$ cat config.mk
export PLATFORM = sky130hd
export DESIGN_NAME = iram_port_arbiter_flat
export DESIGN_NICKNAME = d
export VERILOG_FILES = /design/src/rtl/iram_port_arbiter_if.sv /design/src/rtl/iram_port_arbiter.sv /design/src/flat_wrapper.sv
export SDC_FILE = /design/constraint.sdc
export NUM_CORES = 1
export LEC_CHECK = 0
export ABC_CLOCK_PERIOD_IN_PS = 3200
export BUFFER_PORTS_ARGS = -buffer_cell sky130_fd_sc_hd__buf_2
export CAP_MARGIN = 30
export CORE_ASPECT_RATIO = 1.2
export CORE_MARGIN = 2
export CORE_UTILIZATION = 48
export DETAILED_ROUTE_END_ITERATION = 12
export MAX_ROUTING_LAYER = met4
export PLACE_DENSITY = 0.84
export SYNTH_ARGS = -nofsm -noshare
export SYNTH_HDL_FRONTEND = slang
export SYNTH_SLANG_ARGS = --single-unit
export TNS_END_PERCENT = 10
$ cat constraint.sdc
create_clock -name clk -period 3.2 [get_ports clk]
set_input_delay 0.64 -clock clk [delete_from_list [all_inputs] [get_ports clk]]
set_output_delay 0.64 -clock clk [all_outputs]
set_load 0.01 [all_outputs]
$ cat src/rtl/iram_port_arbiter_if.sv
// iram_port_arbiter_if: monitor request/acknowledge bundle for the instruction-RAM arbiter.
interface iram_port_arbiter_if #(
  parameter int IWIDTH = 14
);
  logic              req;
  logic              we;
  logic [IWIDTH-1:0] adr;
  logic [31:0]       wdata;
  logic              ack;
  logic [31:0]       rdata;
  modport master (output req, we, adr, wdata, input ack, rdata);
  modport slave (input req, we, adr, wdata, output ack, rdata);
endinterface

$ cat src/rtl/iram_port_arbiter.sv
// iram_port_arbiter: shares the 1R1W instruction RAM between fetch and the monitor.
// Define IRAM_ARB_PERF_EN to get a saturating fetch-stall cycle counter on stall_cnt.
module iram_port_arbiter #(
  parameter int IWIDTH    = 14,
  parameter int FETCH_WIN = 4
) (
  input  logic              clk,
  input  logic              rst_n,
  input  logic              cpu_run,
  input  logic [IWIDTH-1:0] fetch_adr,
  output logic              fetch_stall,
  iram_port_arbiter_if.slave mon,
  output logic [IWIDTH-1:0] ram_radr,
  input  logic [31:0]       ram_rdata,
  output logic [IWIDTH-1:0] ram_wadr,
  output logic [31:0]       ram_wdata,
  output logic              ram_wen,
  output logic [31:0]       stall_cnt
);
  localparam int CW = FETCH_WIN > 1 ? $clog2(FETCH_WIN + 1) : 1;
  typedef enum logic [2:0] {IDLE, ACC, CAP, DONE, COOL} state_t;
  state_t            state;
  logic              l_we;
  logic [IWIDTH-1:0] l_adr;
  logic [31:0]       l_wdata;
  logic [CW-1:0]     cnt;
  always_ff @(posedge clk or negedge rst_n)
    if (!rst_n) begin
      state     <= IDLE;
      l_we      <= 1'b0;
      l_adr     <= '0;
      l_wdata   <= '0;
      cnt       <= '0;
      ram_wen   <= 1'b0;
      mon.ack   <= 1'b0;
      mon.rdata <= '0;
    end else begin
      mon.ack <= 1'b0;
      ram_wen <= 1'b0;
      case (state)
        IDLE: if (mon.req) begin
          l_we    <= mon.we;
          l_adr   <= mon.adr;
          l_wdata <= mon.wdata;
          ram_wen <= mon.we;
          state   <= ACC;
        end
        ACC: begin
          mon.ack <= l_we;
          state   <= l_we ? DONE : CAP;
        end
        CAP: begin
          mon.rdata <= ram_rdata;
          mon.ack   <= 1'b1;
          state     <= DONE;
        end
        DONE: begin
          cnt   <= CW'(FETCH_WIN);
          state <= (cpu_run && FETCH_WIN > 0) ? COOL : IDLE;
        end
        COOL: begin
          cnt <= cnt - 1'b1;
          if (!cpu_run || cnt == CW'(1)) state <= IDLE;
        end
        default: state <= IDLE;
      endcase
    end
  // a halted CPU never loses a fetch slot; a running one loses it to reads and to same-word writes
  assign fetch_stall = cpu_run && (state == CAP || (state == ACC && (!l_we || l_adr == fetch_adr)));
  assign ram_radr    = (state == ACC && !l_we) ? l_adr : fetch_adr;
  assign ram_wadr    = l_adr;
  assign ram_wdata   = l_wdata;
`ifdef IRAM_ARB_PERF_EN
  always_ff @(posedge clk or negedge rst_n)
    if (!rst_n) stall_cnt <= '0;
    else if (fetch_stall && stall_cnt != '1) stall_cnt <= stall_cnt + 1'b1;
`else
  assign stall_cnt = '0;
`endif
endmodule

$ cat src/flat_wrapper.sv
// flat-port wrapper written by rule: the top's interface ports become plain ports
module iram_port_arbiter_flat 
#(
  parameter int IWIDTH    = 14,
  parameter int FETCH_WIN = 4
)
  (clk, rst_n, cpu_run, fetch_adr, fetch_stall, ram_radr, ram_rdata, ram_wadr, ram_wdata, ram_wen, stall_cnt, mon_req, mon_we, mon_adr, mon_wdata, mon_ack, mon_rdata);
  iram_port_arbiter_if #(.IWIDTH(IWIDTH)) mon_i ();
  input  logic clk;
  input  logic rst_n;
  input  logic cpu_run;
  input  logic [IWIDTH-1:0] fetch_adr;
  output logic fetch_stall;
  output logic [IWIDTH-1:0] ram_radr;
  input  logic [31:0] ram_rdata;
  output logic [IWIDTH-1:0] ram_wadr;
  output logic [31:0] ram_wdata;
  output logic ram_wen;
  output logic [31:0] stall_cnt;
  input wire logic [$bits(mon_i.req)-1:0] mon_req;
  input wire logic [$bits(mon_i.we)-1:0] mon_we;
  input wire logic [$bits(mon_i.adr)-1:0] mon_adr;
  input wire logic [$bits(mon_i.wdata)-1:0] mon_wdata;
  output wire logic [$bits(mon_i.ack)-1:0] mon_ack;
  output wire logic [$bits(mon_i.rdata)-1:0] mon_rdata;
  assign mon_i.req = mon_req;
  assign mon_i.we = mon_we;
  assign mon_i.adr = mon_adr;
  assign mon_i.wdata = mon_wdata;
  assign mon_ack = mon_i.ack;
  assign mon_rdata = mon_i.rdata;
  iram_port_arbiter #(.IWIDTH(IWIDTH), .FETCH_WIN(FETCH_WIN)) u_core (.clk(clk), .rst_n(rst_n), .cpu_run(cpu_run), .fetch_adr(fetch_adr), .fetch_stall(fetch_stall), .mon(mon_i), .ram_radr(ram_radr), .ram_rdata(ram_rdata), .ram_wadr(ram_wadr), .ram_wdata(ram_wdata), .ram_wen(ram_wen), .stall_cnt(stall_cnt));
endmodule
==> results of run 1 <==
[flip-flops by register name, summed over array words and instances, names as in the netlist]
register	cells
u_core.mon.rdata	32
u_core.ram_wdata	32
u_core.ram_wadr	14
u_core.cnt	3
u_core.state	3
u_core.l_we	1
u_core.mon.ack	1
u_core.ram_wen	1
[layout make-up]
class,instances,area (um^2),share of cell area (%)
flip-flops and latches,87,2180,42.7
multi-input cells,176,1550,30.4
repair buffers,196,1030,20.2
clock buffers,10,138,2.70
well taps,95,119,2.33
clock inverters,6,75.1,1.47
inverters,2,7.51,0.147
diodes,1,2.50,0.0491
[kinds of logic (layout without fill, tap and decap cells)]
logic type | Yosys count | after routing | share of synthesized area, %
multiplexers | 93 | 93 | 26.6
flip-flops | 87 | 87 | 55.4
buffers and inverters | 46 | 214 | 8.43
AND/OR/NAND/NOR | 23 | 23 | 3.88
XOR/XNOR | 14 | 14 | 3.12
AO/OA/AOI/OAI | 12 | 12 | 1.85
adder cells (fa/ha/maj) | 2 | 2 | 0.636
other | 1 | 33 | 0.0954
[cell usage after synthesis (all sizes together), types with 3 or more instances]
cell   number
o21ai       3
dfrtp      87
xnor2      14
nand3       4
nor2        4
mux2       93
buf        44
a21oi       5
nand4       3
[metal layers]
layer  share of wire, %  routed length, um
met4                2.6                224
met5                  0                  0
met1                 38               3260
met3                7.6                643
met2                 51               4370
[worst max-delay path: stages (launching register included)]
cell and delay [ps]:
dfrtp_1 550, nor3b_2 330, nor2b_1 210, buf_4 210
mux2_2 350, buf_2 140
[placed cells by master (no fill, tap or decap), types with 2 or more instances in the layout]
master,n
buf_2,190
dfrtp_1,87
mux2_2,86
conb_1,32
xnor2_1,14
clkbuf_8,10
mux2_1,7
a21oi_1,5
nand3_1,4
nor2_1,4
buf_4,4
nand4_1,3
o21ai_0,3
inv_1,2
and2_1,2
nand2_1,2
ha_1,2
inv_6,2
[per-stage QoR]
step	instances	utilization [%]	power, mW	setup WS [ps]	hold slack, ps
2_1_floorplan	309	-	3.46	1100	344
3_5_place_dp	556	60.9	4.31	822	469
6_report	573	63.6	5.06	423	149
3_3_place_gp	555	60.5	4.21	845	461
5_1_grt	573	63.6	5.41	253	147
4_1_cts	572	63.5	5.12	398	138
[power by group]
| part | switching [mW] | total, mW | internal (mW) |
|---|---|---|---|
| combinational | 1.02 | 2.23 | 1.21 |
| clock | 0.413 | 0.808 | 0.395 |
| sequential | 0.375 | 2.03 | 1.65 |
| total | 1.81 | 5.06 | 3.26 |
[how the worst max path moves through the flow]
stage | to | slack [ps]
global route | ram_radr[13] | 250
finish | ram_radr[10] | 420
global placement | ram_radr[13] | 850
CTS | ram_radr[9] | 400
floorplan | ram_radr[10] | 1100
detailed placement | ram_radr[9] | 820
==> impl_metrics.tcl, run 1 <==
set metrics [dict create \
    status "finished clean" \
    route.detailed.drc 0 \
    crit_start "u_core.state[2]" \
    p_leak_nw 2.50 \
    critPathMaxFanout 12 \
    syn_to_final_growth_pct 29.6 \
    antenna_found_initial 1 \
    placement.io_buffers 191 \
    r2r-start "u_core.state[2]" \
    grtUsageMet1_pct 21.6 \
    core_mm2 0.00802 \
    synth_area_leader_cell "dfrtp_1" \
    clk_pin_slew_worst_paths_ps 90 \
    boundaryPins 224 \
    syn_avg_cell_area_um2 14.1 \
    fillers 623 \
    period_share_pct 86.8 \
    ys_seq_area_share_pct 55.4 \
    cts_sinks 87 \
    hp-class "in2async" \
    numCtsBuffers 9 \
    cts_resized 0 \
    drive_above_1_share_pct 63.3 \
    routed_wl_um 8500 \
    yosys_warnings 0 \
    grt_use_total_pct 19.6 \
    viasPerCell 4.85 \
    die_height_um 103 \
    grt.busiest_layer "met2" \
    powerDensity_mw_per_mm2 993 \
    start_util_pct 49.0 \
    firstDrtPassIters 4 \
    die_w_um 86.6 \
    vdd_ir_drop_max_uv 573 \
    reg2reg_slack_ps 1290 \
    rows 36 \
    fin_nets 571 \
    hpwl_um 6500 \
    synth_area_mm2 0.00393 \
    initialDrtViolationCount 49 \
    cp-start-kind "flop" \
    synthFlopType "dfrtp_1" \
    synth_cells 278 \
    synthTopCellsByArea "dfrtp_1 (55%), mux2_2 (25%), buf_4 (7.4%)" \
    clock.fmax_ghz 0.360 \
    worstSetupPathType "reg2out" \
    grt_pass1_vias 2745 \
    gr-usage-met3_pct 4.88 \
    ctsHoldBuffers 0 \
    synth_edf_count 0 \
    grt_max_degree 71 \
    post-cts-setup-buffers 0 \
    synth_top_area_share_pct 55.4 \
    rsz0062_at_grt "false" \
    ys_ff_latch 87 \
    ant_nets 0 \
    yosysUniqueCellTypes 29 \
    vias 2781 \
    maxCapViolations 0 \
    cp.arrival_ps 2140 \
    fin_tns_setup_ps 0 \
    cp.required_ps 2560 \
    setup-violations-final 0 \
    design_area_mm2 0.00510 \
    detailed_place.area_mm2 0.00488 \
    fin_skew_ps 6.80 \
    grt_util_met2_pct 33.2 \
    cts_tree "built" \
    report.final.slew_viol_count 0 \
    period_needed_ps 2780 \
    dieArea_mm2 0.00894 \
    async_reset_ff_share_pct 100 \
    globalRoute.totalOverflow 0 \
    cp-end-kind "output port" \
    gp_congestion 0.786 \
    htreeDepth 3 \
    clockBufferDepth 2 \
    grt_pass1_wl_um 13000 \
    cts-root-buf "clkbuf_8" \
    clk_latency_ps 350 \
    wl_per_cell_um 14.8 \
    worstRegToRegCells 3 \
    finalHoldViolations 0 \
    timing.rr.end "u_core.ram_wdata[6]" \
]
(Power assumes the default switching activity.)
==> inputs of run 2 (changes only) <==
--- a/config.mk
+++ b/config.mk
@@ -11,9 +11,11 @@
 export CORE_ASPECT_RATIO = 1.2
 export CORE_MARGIN = 2
 export CORE_UTILIZATION = 48
+export CTS_CLUSTER_DIAMETER = 150
 export DETAILED_ROUTE_END_ITERATION = 12
 export MAX_ROUTING_LAYER = met4
 export PLACE_DENSITY = 0.84
+export REMOVE_ABC_BUFFERS = 1
 export SYNTH_ARGS = -nofsm -noshare
 export SYNTH_HDL_FRONTEND = slang
 export SYNTH_SLANG_ARGS = --single-unit
==> run 2 against run 1 <==
Worst hold slack improved by 65 ps. Sequential share of layout area is 0.26 points higher. Non-clock buffer count unchanged. Final area fell by 0.61%. Power decreased by 0.28%. Cell count is 0.35% lower. Sequential power about the same. Maximum frequency decreased by 3.5%. Clock power down 6.1%. Wire length increased by 5.2%. Via count is 0.43% higher. Die area stayed put. Critical path type unchanged. Highest routed layer unchanged.
==> impl_metrics.tcl, run 2 (synthesis results as in run 1) <==
set metrics [dict create \
    status "finished clean" \
    cts_sinks 87 \
    rsz0062_at_grt "false" \
    clk_pin_slew_worst_paths_ps 90 \
    worstSetupPathType "reg2out" \
    dp_cells 556 \
    cp-start-kind "flop" \
    ant_nets 0 \
    antenna_found_initial 0 \
    slowest_stage "dfrtp_1" \
    timing.rr.end "u_core.ram_wdata[9]" \
    mostFrequentLayoutCells "buf_2 (190), dfrtp_1 (87), mux2_2 (86), conb_1 (32), xnor2_1 (14)" \
    cp.required_ps 2560 \
    clock.fmax_ghz 0.347 \
    globalRoute.totalOverflow 0 \
    start_util_pct 49.0 \
    finalHoldViolations 0 \
    critPathMaxFanout 13 \
    report.final.slew_viol_count 0 \
    post-place-ws_ps 701 \
    viasPerCell 4.89 \
    die_w_um 86.6 \
    grt_pass1_wl_um 13400 \
    maxCapViolations 0 \
    gp_congestion 0.839 \
    placement.io_buffers 191 \
    grt_max_degree 55 \
    fin_cells 571 \
    critical_path.top_delay_family "simple AND/OR/NAND/NOR gates" \
    post-cts-setup-buffers 0 \
    r2r-start "u_core.state[2]" \
    core_mm2 0.00802 \
    initialDrtViolationCount 56 \
    syn_to_final_growth_pct 28.8 \
    period_share_pct 89.9 \
    fin_skew_ps 8.18 \
    fin_ws_ps 322 \
    max_stage_delay_ps 550 \
    hp-class "in2async" \
    ctsHoldBuffers 0 \
    rows 36 \
    grt.busiest_layer "met2" \
    detailed_place.area_mm2 0.00487 \
    gr-usage-met3_pct 4.48 \
    grt_util_met2_pct 35.1 \
    htreeDepth 3 \
    layout_commonest_cell "buf_2" \
    wl_per_cell_um 15.7 \
    cp-end-kind "output port" \
    period_needed_ps 2880 \
    cp.arrival_ps 2240 \
    cts_tree "built" \
    grt_pass1_vias 2792 \
    fillers 631 \
    clockBufferDepth 2 \
    fin_tns_setup_ps 0 \
    grtUsageMet1_pct 23.5 \
    critPathBufInv 2 \
    regArea_mm2 0.00218 \
    dieArea_mm2 0.00894 \
    utilization_pct 63.2 \
    drive_above_1_share_pct 63.4 \
    powerDensity_mw_per_mm2 997 \
    vdd_ir_drop_max_uv 566 \
    cts_resized 0 \
    die_height_um 103 \
    route.detailed.drc 0 \
    crit_chain "nor3b_2 > nor2b_2 > buf_4 > mux2_2 > buf_2" \
    numCtsBuffers 9 \
    routed_wl_um 8950 \
    hpwl_um 6980 \
    design_area_mm2 0.00506 \
    grt_use_total_pct 20.8 \
    multi_input_area_mm2 0.00155 \
    setup-violations-final 0 \
    antenna_cells 0 \
    fin_nets 571 \
    reg2reg_slack_ps 1430 \
    worstRegToRegCells 3 \
    vias 2793 \
    clk_latency_ps 350 \
    boundaryPins 224 \
    firstDrtPassIters 3 \
    cts-root-buf "clkbuf_8" \
    p_leak_nw 2.49 \
]
==> run 2: cell types whose count changed in the layout (fill, tap and decap cells not counted) <==
cell,previous run,this run
buf_12,1,0
buf_4,4,5
clkinv_2,0,2
clkinv_4,1,0
diode_2,1,0
inv_6,2,1
inv_8,1,0
nor2b_1,1,0
nor2b_2,0,1
==> run 2: worst max-delay path by stage <==
stage                     from     endpoint  slack, ps  cells past startpoint
2_1_floorplan          mon_req  u_core.l_we       -660                      2
3_3_place_gp     fetch_adr[13]  fetch_stall        710                      6
3_5_place_dp   u_core.state[2]  ram_radr[8]        700                      5
4_1_cts        u_core.state[2]  ram_radr[8]        300                      5
5_1_grt        u_core.state[0]  ram_radr[8]        190                      5
6_report       u_core.state[2]  ram_radr[8]        320                      5
==> run 2: where the power goes <==
part | switching, mW | leakage (nW) | internal [mW] | total (mW)
registers | 0.387 | 1.03 | 1.65 | 2.04
clock network | 0.381 | 0.0985 | 0.378 | 0.759
logic | 1.05 | 1.36 | 1.20 | 2.25
total | 1.82 | 2.49 | 3.23 | 5.05
==> run 2: final cells by class <==
type                       count  share of cell area [%]
inverter                       2                   0.148
timing repair buffer         196                    20.1
clock buffer                  10                    2.72
tap                           95                    2.35
multi-input combinational    176                    30.6
sequential                    87                    43.0
clock inverter                 5                    1.11
==> run 2: worst reg2reg max path, stage by stage, from the launching register on <==
cell and delay (ps):
dfrtp_1 550, nor4b_4 350, buf_4 360, mux2_2 400
==> run 2: per-layer routing <==
metal	up-vias	routed length (um)
met5	-	0
met1	1359	3460
met2	122	4810
li1	1290	-
met3	22	426
met4	0	252
==> run 2: through the flow <==
step | hold slack, ps | power [mW]
2_1_floorplan | 344 | 3.37
3_3_place_gp | 463 | 4.22
3_5_place_dp | 474 | 4.33
4_1_cts | 212 | 5.11
5_1_grt | 238 | 5.37
6_report | 214 | 5.05
==> inputs of run 3 (changes only) <==
--- a/config.mk
+++ b/config.mk
@@ -5,6 +5,7 @@
 export SDC_FILE = /design/constraint.sdc
 export NUM_CORES = 1
 export LEC_CHECK = 0
+export ABC_AREA = 1
 export ABC_CLOCK_PERIOD_IN_PS = 3200
 export BUFFER_PORTS_ARGS = -buffer_cell sky130_fd_sc_hd__buf_2
 export CAP_MARGIN = 30
@@ -12,9 +13,10 @@
 export CORE_MARGIN = 2
 export CORE_UTILIZATION = 48
 export CTS_CLUSTER_DIAMETER = 150
+export CTS_CLUSTER_SIZE = 28
 export DETAILED_ROUTE_END_ITERATION = 12
 export MAX_ROUTING_LAYER = met4
-export PLACE_DENSITY = 0.84
+export PLACE_DENSITY = 0.83
 export REMOVE_ABC_BUFFERS = 1
 export SYNTH_ARGS = -nofsm -noshare
 export SYNTH_HDL_FRONTEND = slang
==> run 3 against run 2 <==
Maximum frequency rose by 13%. Worst hold slack better by 30 ps. Clock skew decreased by 0.89 ps. Wire length rose by 10%. Power down 0.48%. Global-route usage increased by 1.7 points. Register-to-register slack lost 130 ps. Critical path type unchanged. Highest routed layer unchanged.
==> impl_metrics.tcl, run 3 <==
set metrics [dict create \
    cp-start-kind "flop" \
    initialDrtViolationCount 190 \
    clk_pin_slew_worst_paths_ps 90 \
    synth_top_area_share_pct 53.3 \
    synth_area_leader_cell "dfrtp_1" \
    fin_nets 793 \
    synth_edf_count 0 \
    cts-root-buf "clkbuf_8" \
    p_total_mw 5.02 \
    gp_congestion 0.881 \
    yosys_warnings 0 \
    ant_nets 0 \
    ctsHoldBuffers 0 \
    powerDensity_mw_per_mm2 967 \
    grt_pass1_vias 3738 \
    seqPwrFrac_pct 39.0 \
    antenna_found_initial 0 \
    drive_above_1_share_pct 32.2 \
    slew_headroom_pct 61.5 \
    period_needed_ps 2550 \
    p_leak_nw 3.13 \
    fin_ws_ps 653 \
    synthTopCellsByCount "nand2_1 (272), dfrtp_1 (87), inv_1 (34)" \
    antenna_cells 0 \
    synth_area_mm2 0.00408 \
    worstSetupPathType "reg2out" \
    hpwl_um 7410 \
    syn_to_final_growth_pct 27.2 \
    report.final.slew_viol_count 0 \
    cts_resized 0 \
    post-place-ws_ps 941 \
    hp-class "in2async" \
    p_int_mw 2.94 \
    ys_ff_latch 87 \
    dp_cells 797 \
    clk_latency_ps 350 \
    worst_pin_slew_ps 578 \
    clock.fmax_ghz 0.393 \
    fin_tns_setup_ps 0 \
    fin_skew_ps 7.29 \
    fin_cells 813 \
    period_share_pct 79.6 \
    start_util_pct 49.8 \
    synth_cells 508 \
    rows 36 \
    timing.hold.ws_ps 244 \
    boundaryPins 224 \
    grt_use_total_pct 22.4 \
    finalHoldViolations 0 \
    p_clk_share_pct 17.3 \
    cp-end-kind "output port" \
    route.detailed.drc 0 \
    numCtsBuffers 9 \
    setup-violations-final 0 \
    post-cts-setup-buffers 0 \
    rsz0062_at_grt "false" \
    combPwrFrac_pct 43.7 \
    die_w_um 88.2 \
    vdd_ir_drop_max_uv 426 \
    globalRoute.totalOverflow 0 \
    grt_pass1_wl_um 16100 \
    cts_sinks 87 \
    routed_wl_um 9850 \
    cts_tree "built" \
    dieArea_mm2 0.00926 \
    design_area_mm2 0.00520 \
    maxCapViolations 0 \
    clockBufferDepth 2 \
    sw_frac_of_total_pct 41.5 \
    layout_commonest_cell "nand2_1" \
    mostFrequentLayoutCells "nand2_1 (272), buf_2 (190), dfrtp_1 (87), inv_1 (34), conb_1 (32)" \
    synth_most_common_cell "nand2_1" \
    status "finished clean" \
    cp.required_ps 2560 \
    wl_per_cell_um 12.1 \
    utilization_pct 63.4 \
    core_mm2 0.00820 \
    die_height_um 105 \
    grt_max_degree 62 \
    synthFlopType "dfrtp_1" \
    detailed_place.area_mm2 0.00496 \
    async_reset_ff_share_pct 100 \
    p_switching_mw 2.09 \
    syn_avg_cell_area_um2 8.04 \
    placement.io_buffers 191 \
    htreeDepth 3 \
    vias 3729 \
    viasPerCell 4.59 \
    critPathMaxFanout 29 \
    firstDrtPassIters 4 \
    cp.arrival_ps 1910 \
    synthTopCellsByArea "dfrtp_1 (53%), nand2_1 (25%), buf_4 (5.9%)" \
    yosysUniqueCellTypes 24 \
    ys_seq_area_share_pct 53.3 \
]
-- run 3: cells by family after synthesis --
logic type               after synthesis  synth area share [%]
adder cells (fa/ha/maj)                2                 0.613
buffers and inverters                 88                  12.9
AO/OA/AOI/OAI                         35                  4.87
XOR/XNOR                               1                 0.214
AND/OR/NAND/NOR                      294                  28.0
other                                  1                0.0918
flip-flops                            87                  53.3
-- run 3: metal layers --
layer / track usage (%) / vias up / part of all wire (%)
met2: 39.2 / 137 / 53
met3: 4.03 / 18 / 5.5
met1: 24.2 / 1737 / 39
met4: 10.4 / 0 / 1.9
li1: - / 1837 / -
met5: - / - / 0
-- run 3: critical path: stages (launching register included) --
cell and delay (ps):
dfrtp_1 440, inv_1 160, nand3_2 140, nor2_2 110, buf_4 310, nor2_1 80
a21oi_1 170, buf_2 150
-- run 3: path summary, 6_finish.rpt --
kind / startpoint / to / slack (ps) / depth (start not counted)
max in group asynchronous: rst_n / u_core.ram_wdata[23] / 2340 / 2
worst max register to register: u_core.state[0] / u_core.l_we / 1300 / 7
min in group clk: u_core.mon.rdata[29] / u_core.mon.rdata[29] / 470 / 2
worst min-delay path: rst_n / u_core.mon.rdata[19] / 240 / 1
worst min register to register: u_core.mon.rdata[29] / u_core.mon.rdata[29] / 470 / 2
worst max-delay path: u_core.state[2] / fetch_stall / 650 / 7
-- run 3: power groups by stage --
stage	logic [mW]	clock network (mW)	registers [mW]
after floorplan	1.05	0	2.17
after global placement	2.13	0	1.95
after detailed placement	2.22	0	1.97
after CTS	2.23	0.894	1.96
after global routing	2.49	0.935	2.02
final	2.19	0.869	1.96
-- run 3: final cells by class --
type	instances	area (um^2)
fillers	739	3000
flip-flops and latches	87	2180
multi-input cells	364	1500
repair buffers	194	1000
clock buffers	12	155
inverters	38	145
well taps	114	143
clock inverters	4	77.6
